==> src/rtl/regfile_pkg.sv <==
// regfile_pkg: constants shared by the register file and the register selector.
//   REG_COUNT        number of general registers (8)
//   REG_PC           index of the program counter register (7)
//   DEFAULT_WIDTH    default data width of every register and the bus
//   DEFAULT_RESET_PC default value loaded into the PC on reset
//   multi_hot()      true when more than one bit of an enable vector is set
// Optional feature macro used by the register file: REGFILE_OE_CONFLICT_CHECK_EN.
package regfile_pkg;

  localparam int REG_COUNT = 8;
  localparam int REG_PC = 7;
  localparam int DEFAULT_WIDTH = 16;
  localparam logic [15:0] DEFAULT_RESET_PC = 16'h0000;

  // Clearing the lowest set bit leaves something only if two or more were set.
  function automatic logic multi_hot(input logic [REG_COUNT-1:0] v);
    return (v & (v - REG_COUNT'(1))) != '0;
  endfunction

endpackage

==> src/rtl/regfile_cell.sv <==
// regfile_cell: one WIDTH-bit register with active-low load and asynchronous
// reset to RESET_VALUE.
//   clock   rising-edge clock
//   reset   asynchronous active-high reset
//   load_n  active-low load strobe; when low, q takes d at the edge
//   d       value to capture
//   q       stored value
module regfile_cell #(
  parameter int WIDTH = 16,
  parameter logic [WIDTH-1:0] RESET_VALUE = '0
) (
  input  logic             clock,
  input  logic             reset,
  input  logic             load_n,
  input  logic [WIDTH-1:0] d,
  output logic [WIDTH-1:0] q
);

  logic [WIDTH-1:0] value_reg;

  always_ff @(posedge clock or posedge reset) begin
    if (reset) begin
      value_reg <= RESET_VALUE;
    end else if (!load_n) begin
      value_reg <= d;
    end
  end

  assign q = value_reg;

endmodule

==> src/rtl/regfile.sv <==
// regfile: eight-entry general register file downstream of the register
// selector. r0..r6 are plain load registers; r7 is the program counter with
// its own increment path and is exported as pc.
//   clock        rising-edge clock
//   reset        asynchronous active-high reset (r0..r6=0, r7=RESET_PC)
//   regOes       one-hot output enables; bit i drives ri onto dataOut
//   regNotLoads  active-low load strobes; bit i low loads dataIn into ri
//   pcInc        increment r7 at the next edge (a load of r7 wins)
//   dataIn       bus value to capture
//   dataOut      OR of all enabled registers; 0 when none is enabled
//   dataOutValid high when any regOes bit is set
//   pc           current r7
//   oeConflict   sticky multi-enable flag
// Macro REGFILE_OE_CONFLICT_CHECK_EN builds the oeConflict checker; without
// it oeConflict is tied 0.
module regfile
  import regfile_pkg::*;
#(
  parameter int WIDTH = DEFAULT_WIDTH,
  parameter logic [WIDTH-1:0] RESET_PC = WIDTH'(DEFAULT_RESET_PC)
) (
  input  logic                 clock,
  input  logic                 reset,
  input  logic [REG_COUNT-1:0] regOes,
  input  logic [REG_COUNT-1:0] regNotLoads,
  input  logic                 pcInc,
  input  logic [WIDTH-1:0]     dataIn,
  output logic [WIDTH-1:0]     dataOut,
  output logic                 dataOutValid,
  output logic [WIDTH-1:0]     pc,
  output logic                 oeConflict
);

  logic [WIDTH-1:0] regs [REG_COUNT];
  logic [WIDTH-1:0] pc_reg;
  logic [WIDTH-1:0] read_bus;

  // r0..r6: identical load-only cells.
  generate
    for (genvar gi = 0; gi < REG_PC; gi++) begin : g_cell
      regfile_cell #(
        .WIDTH       (WIDTH),
        .RESET_VALUE ('0)
      ) u_cell (
        .clock  (clock),
        .reset  (reset),
        .load_n (regNotLoads[gi]),
        .d      (dataIn),
        .q      (regs[gi])
      );
    end
  endgenerate

  // r7: load has priority over increment; increment wraps naturally.
  always_ff @(posedge clock or posedge reset) begin
    if (reset) begin
      pc_reg <= RESET_PC;
    end else if (!regNotLoads[REG_PC]) begin
      pc_reg <= dataIn;
    end else if (pcInc) begin
      pc_reg <= pc_reg + WIDTH'(1);
    end
  end

  assign regs[REG_PC] = pc_reg;
  assign pc = pc_reg;

  // Wired-OR read bus: a multi-hot enable merges registers rather than
  // picking one, matching the shared-bus behaviour of the original design.
  always_comb begin
    read_bus = '0;
    for (int i = 0; i < REG_COUNT; i++) begin
      if (regOes[i]) begin
        read_bus = read_bus | regs[i];
      end
    end
  end

  assign dataOut = read_bus;
  assign dataOutValid = |regOes;

`ifdef REGFILE_OE_CONFLICT_CHECK_EN
  logic conflict_reg;

  always_ff @(posedge clock or posedge reset) begin
    if (reset) begin
      conflict_reg <= 1'b0;
    end else if (multi_hot(regOes)) begin
      conflict_reg <= 1'b1;
    end
  end

`ifndef SYNTHESIS
  // Report only the first detection; the flag itself is sticky.
  always @(posedge clock) begin
    if (!reset && !conflict_reg && multi_hot(regOes)) begin
      $display("ERROR: regfile: oe conflict regOes=%X", regOes);
    end
  end
`endif

  assign oeConflict = conflict_reg;
`else
  assign oeConflict = 1'b0;
`endif

endmodule

==> config.mk <==
export PLATFORM = sky130hd
export DESIGN_NAME = regfile
export DESIGN_NICKNAME = d
export VERILOG_FILES = /design/src/rtl/regfile_pkg.sv /design/src/rtl/regfile_cell.sv /design/src/rtl/regfile.sv
export SDC_FILE = /design/constraint.sdc
export NUM_CORES = 1
export LEC_CHECK = 0
export CORE_UTILIZATION = 30
export CTS_CLUSTER_SIZE = 30
export DETAILED_ROUTE_END_ITERATION = 8
export SLEW_MARGIN = 10
export SYNTH_ARGS = -nofsm -noshare
export SYNTH_HDL_FRONTEND = slang
export SYNTH_SLANG_ARGS = --single-unit
==> constraint.sdc <==
create_clock -name clock -period 4.8 [get_ports clock]
set_input_delay 1.44 -clock clock [delete_from_list [all_inputs] [get_ports clock]]
set_output_delay 1.44 -clock clock [all_outputs]
set_load 0.05 [all_outputs]
# Word-level counts from Yosys, hierarchy flattened
# Index checks and enable logic that the tools add are counted.
word_totals:
  register_bits: 128
  latch_bits: 0
  ram_bits: 0
  rom_bits: 0
  inputBits: 35
  output_inout_bits: 34
  elab_cells: 28
  memories: 0
op_classes:
  n_addsub: 1
  multipliers: 0
  n_div: 0
  order_cmp: 0
  n_eq_ne: 1
  shift: 0
  mux: 10
  bitwise_logic: 7
  n_reduce_logical: 1
ops:
  columns: ["cell", "n"]
  rows:
  - ["two-way mux 16 bit", 10]
  - ["bitwise OR 16 bit", 7]
  - ["adder 16 x 1 -> 16 bit, second input constant", 1]
  - ["OR reduction 8 bit", 1]
  - ["inequality test 2 x 1 -> 1 bit, second input constant", 1]

# Longest topological paths before layout
# Gate-level depths: netlist (run 1).
depth:
  depth_word: 15
  depth_mapped: 5
  depth_no_buf: 4

# By module
# A second synthesis (run 1) with hierarchy kept.
hier_totals:
  cells_unflattened: 461
  area_unflattened_um2: 6271.0
modules_own_cells:
  columns: ["module", "instances", "cells_each", "area_per_inst_um2", "seq_area_each_um2"]
  rows:
  - ["regfile_cell", 7, 35, 653.1, 400.4]
  - ["regfile", 1, 216, 1699.1, 400.4]

# Least setup slack after synthesis (run 1)
# OpenSTA, ideal clock, no wires.
synth_timing:
  path_kind: "input -> output"
  start: "in regOes[0]"
  end: "out dataOut[5]"
  t_arrival_ns: 2.511
  t_required_ns: 3.360
  path_slack_ns: 0.849
  stages: 4
  path_buffers: 2
  path_cell_list: "clkbuf_1 -> clkbuf_1 -> a22oi_1 -> nand4_1"
synth_via:
  elab_chain_len: 15
synth_lines:
  columns: ["element", "line_no", "text"]
  rows:
  - ["from (decl)", "regfile.sv:24", "input logic [REG_COUNT-1:0] regOes,"]
  - ["two-way mux 16 bit (*)", "regfile.sv:73", "if (regOes[i]) begin"]
  - ["bitwise OR 16 bit", "regfile.sv:74", "read_bus = read_bus | regs[i];"]
  - ["two-way mux 16 bit (*)", "regfile.sv:73", null]
  - ["bitwise OR 16 bit", "regfile.sv:74", null]
  - ["two-way mux 16 bit (*)", "regfile.sv:73", null]
  - ["bitwise OR 16 bit", "regfile.sv:74", null]
  - ["two-way mux 16 bit (*)", "regfile.sv:73", null]
  - ["bitwise OR 16 bit", "regfile.sv:74", null]
  - ["two-way mux 16 bit (*)", "regfile.sv:73", null]
  - ["bitwise OR 16 bit", "regfile.sv:74", null]
  - ["two-way mux 16 bit (*)", "regfile.sv:73", null]
  - ["bitwise OR 16 bit", "regfile.sv:74", null]
  - ["two-way mux 16 bit (*)", "regfile.sv:73", null]
  - ["bitwise OR 16 bit", "regfile.sv:74", null]
  - ["two-way mux 16 bit (*)", "regfile.sv:73", null]
  - ["to (decl)", "regfile.sv:28", "output logic [WIDTH-1:0] dataOut,"]
# Mark *: on every way between the ends. The rest lies on a longest branch, timed or not.

# Worst setup path after layout (run 1)
layout_timing:
  start: "in regOes[1]"
  end: "out dataOut[1]"
layout_via:
  elab_chain_len: 13
layout_lines:
  columns: ["element", "line_no"]
  rows:
  - ["two-way mux 16 bit (*)", "regfile.sv:73"]
  - ["bitwise OR 16 bit", "regfile.sv:74"]
  - ["two-way mux 16 bit (*)", "regfile.sv:73"]
  - ["bitwise OR 16 bit", "regfile.sv:74"]
  - ["two-way mux 16 bit (*)", "regfile.sv:73"]
  - ["bitwise OR 16 bit", "regfile.sv:74"]
  - ["two-way mux 16 bit (*)", "regfile.sv:73"]
  - ["bitwise OR 16 bit", "regfile.sv:74"]
  - ["two-way mux 16 bit (*)", "regfile.sv:73"]
  - ["bitwise OR 16 bit", "regfile.sv:74"]
  - ["two-way mux 16 bit (*)", "regfile.sv:73"]
  - ["bitwise OR 16 bit", "regfile.sv:74"]
  - ["two-way mux 16 bit (*)", "regfile.sv:73"]
# Marks and branches as above.

==> summary.md, run 1 <==
| Metric | Value |
|---|---|
| Data arrival, critical path | `slightly below 3 ns` |
| Period utilisation layout | `between 90% and 100%` |
| Number of diodes | `0` |
| RSZ-0062 raised after global routing | `no` |
| Leak | `between 2 and 3 nW` |
| Seq/Total Area, Yosys | `56.1%` |
| Wirelength, routed | `about 16 mm` |
| Grt total ovfl | `0` |
| Die Span Y | `between 100 and 150 µm` |
| # fillers | `between 1500 and 2000` |
| Finished Layout Cells | `just under 800` |
| DRC Markers | `1` |
| Global-route usage over all layers | `17.3%` |
| I/O Pins | `69` |
| DR vias/cell | `roughly 5.4` |
| Yosys warns | `0` |
| Tmin final | `about 4.4 ns` |
| Fmax | `0.227 GHz` |
| Power Density | `407 mW/mm²` |
| Post-synth EDFFs | `0` |
| Largest net degree at the start of global routing | `64` |
| Psw | `approximately 0.81 mW` |
| Internal cell power | `between 2 and 2.5 mW` |
| Worst setup EP type | `output port` |
| Vias post-DR | `~4200` |
| Synth-to-Final Area Change | `27.8%` |
| Root Buffer | `clkbuf_16` |
| Fin Hold WS | `around 0.48 ns` |
| Syn Inst Count | `between 400 and 500` |
| First-pass GRT wire length | `approximately 25 mm` |
| Die width | `between 100 and 150 µm` |
| Layout cells sized above 1 | `between 20% and 30%` |
| Endpoints failing setup | `0` |
| Clk buf depth | `2` |
| Final nets | `562` |
| Core ar. | `0.0187 mm²` |
| CP max FO | `11` |
| Least-Margin Pin Slew | `around 1.2 ns` |
| Logic pwr share | `~17%` |
| CP required | `3.36 ns` |
| Row cnt | `50` |
| Setup TNS | `0 ns` |
| CP max-delay cell | `clkdlybuf4s50_1` |
| Placed Cells | `roughly 740` |
| Worst-path cell chain | `clkdlybuf4s50_1 -> buf_4 -> a22oi_1 -> nand4_1 -> buf_12` |
| Mapped Nets | `slightly above 500` |
| Hold_buf cts | `0` |
| Post-Synthesis Cell Area | `0.00571 mm²` |
| Area of the multi-input gates | `roughly 0.0023 mm²` |
| Vias in the first global route | `about 4400` |
| Outcome | `complete, but fails checks` |
| Syn Area/Cell | `around 12 µm²` |
| Commonest non-fill, non-tap cell in the layout | `dfrtp_1` |
| Max FFs per register | `112` |
| H-Tree Depth | `4` |
| Sw frac | `a little over a quarter` |
| Fin. Hold Viols | `0` |
| Max incr delay on CP | `0.62 ns` |
| Pins Over Slew Limit | `0` |
| Port buffer count | `67` |
| Initial DRT Pass Iterations | `7` |
| Worst Skew | `roughly 0.011 ns` |
| Worst rel slew slack | `22.5%` |
| Initial antenna violation count | `0` |
| Most frequent cells in the layout | `128 x dfrtp_1, 91 x mux2_2, 64 x a22oi_1` |
| Unique masters post-synth | `34` |
| DRT iter0 DRCs | `308` |
| Skew-Pair Late Insertion Delay | `0.42 ns` |
| DR WL/cell | `roughly 21 µm` |
| Die footprint | `just under 0.02 mm²` |
| Hold Crit Class | `flop to flop` |
| Worst path bufs/invs | `3` |
| Failing checks | `design-rule violations` |
| CTS sink count | `about 130` |
| Clock power share | `approximately two fifths` |
| #FFs+latches synth | `128` |
| Routed Antenna Nets | `0` |
| TritonCTS clock tree | `yes` |
| VDD IR max | `between 0.2 and 0.3 mV` |
| Dpl hpwl | `roughly 10 mm` |
| Flop pwr share | `42.7%` |
| Final GP Congestion | `0.771` |
| Post-synth ARST share | `100%` |
| CP Launch Type | `primary input` |
| Setup Fix Bufs, Post-CTS | `0` |
| Clock-pin slew on the worst setup and hold paths | `roughly 0.06 ns` |
| CTS Buf Count | `17` |
| Power Total | `around 3.0 mW` |
| Initial Utilization | `between 30 and 40%` |
| MaxCap Viol Count | `0` |
| Post-synth top flop | `dfrtp_1` |
| Register area | `about 0.0032 mm²` |
| Post-CTS Resized | `0` |
| Setup Crit Path Kind | `primary input to output port` |
| Kind of cell adding the most delay to the critical path | `buffers and inverters` |
## worst min-delay path, cell delays in order (launching register included)
cell and delay [ns]:
dfrtp_1 0.34, nand2_1 0.05, o21ai_0 0.06
## cell type report
| type | instances | share of cell area, % |
|---|---|---|
| clock buffer | 23 | 6.55 |
| clock inverter | 6 | 0.823 |
| inverter | 5 | 0.309 |
| multi-input combinational | 296 | 31.7 |
| sequential | 128 | 43.9 |
| tap | 234 | 4.01 |
| timing repair buffer | 78 | 12.7 |
## cell families (layout without fill, tap and decap cells)
kind of cell	Yosys count	count (layout)	synth area share, %
simple gates	86	86	8.11
flops	128	128	56.1
compound gates	112	112	13.4
mux	92	92	18.1
fa+ha+maj	1	1	0.219
other cells	1	1	0.0657
buf+inv	44	112	3.31
xor+xnor	4	4	0.614
## through the flow
step	area (µm²)	setup slack, ns	utilization [%]
final	7300	0.387	39.0
after global placement	6760	0.415	36.1
after CTS	7300	0.419	39.0
after floorplan	5710	0.849	-
after detailed placement	6760	0.420	36.1
after global routing	7300	0.341	39.0
## final timing paths
kind / depth (start not counted) / from / slack [ns] / end
worst max-delay path: 5 / regOes[1] / 0.39 / dataOut[1]
worst min-delay path: 2 / g_cell[6].u_cell.q[14] / 0.48 / g_cell[6].u_cell.q[14]
worst max register to register: 4 / pc[0] / 2.88 / pc[14]
worst min register to register: 2 / g_cell[6].u_cell.q[14] / 0.48 / g_cell[6].u_cell.q[14]
max in group asynchronous: 3 / reset / 2.36 / g_cell[2].u_cell.q[5]
min in group asynchronous: 2 / reset / 1.58 / g_cell[3].u_cell.q[1]
## per-layer routing
layer	vias up	GRT usage, %	wire length, µm
met1	2137	23.0	7270
met3	9	4.38	810
met4	0	4.51	113
li1	1878	-	-
met2	129	28.1	7750
met5	-	0	0
## power by group through the flow
| stage | clock (mW) | combinational (mW) | sequential (mW) |
|---|---|---|---|
| after floorplan | 0 | 0.277 | 1.31 |
| after global placement | 0 | 0.512 | 1.28 |
| after detailed placement | 0 | 0.520 | 1.28 |
| after CTS | 1.20 | 0.523 | 1.27 |
| after global routing | 1.26 | 0.555 | 1.28 |
| final | 1.18 | 0.516 | 1.27 |
## cell usage after synthesis, drive strengths merged, types with 8 or more instances
cell type,instances,area [µm²]
dfrtp,128,3200
mux2,91,1020
a22oi,64,480
clkbuf,28,105
nand2,26,97.6
o21ai,24,120
nand4,22,150
nor2,12,45.0
buf,11,65.1
a31oi,8,50.1
or4,8,60.1
Note: power is estimated with default switching activity, not from simulation.
==> inputs of run 2 (changes only) <==
Settings changed: GPL_ROUTABILITY_DRIVEN set to 0.
==> results of run 2 <==
The final DEF is identical to that of run 1; final timing and power are the same.
==> inputs of run 3 (changes only) <==
Settings changed: CTS_CLUSTER_SIZE 30 to 8.
==> results of run 3 <==
The final DEF is identical to that of run 1; final timing and power are the same.
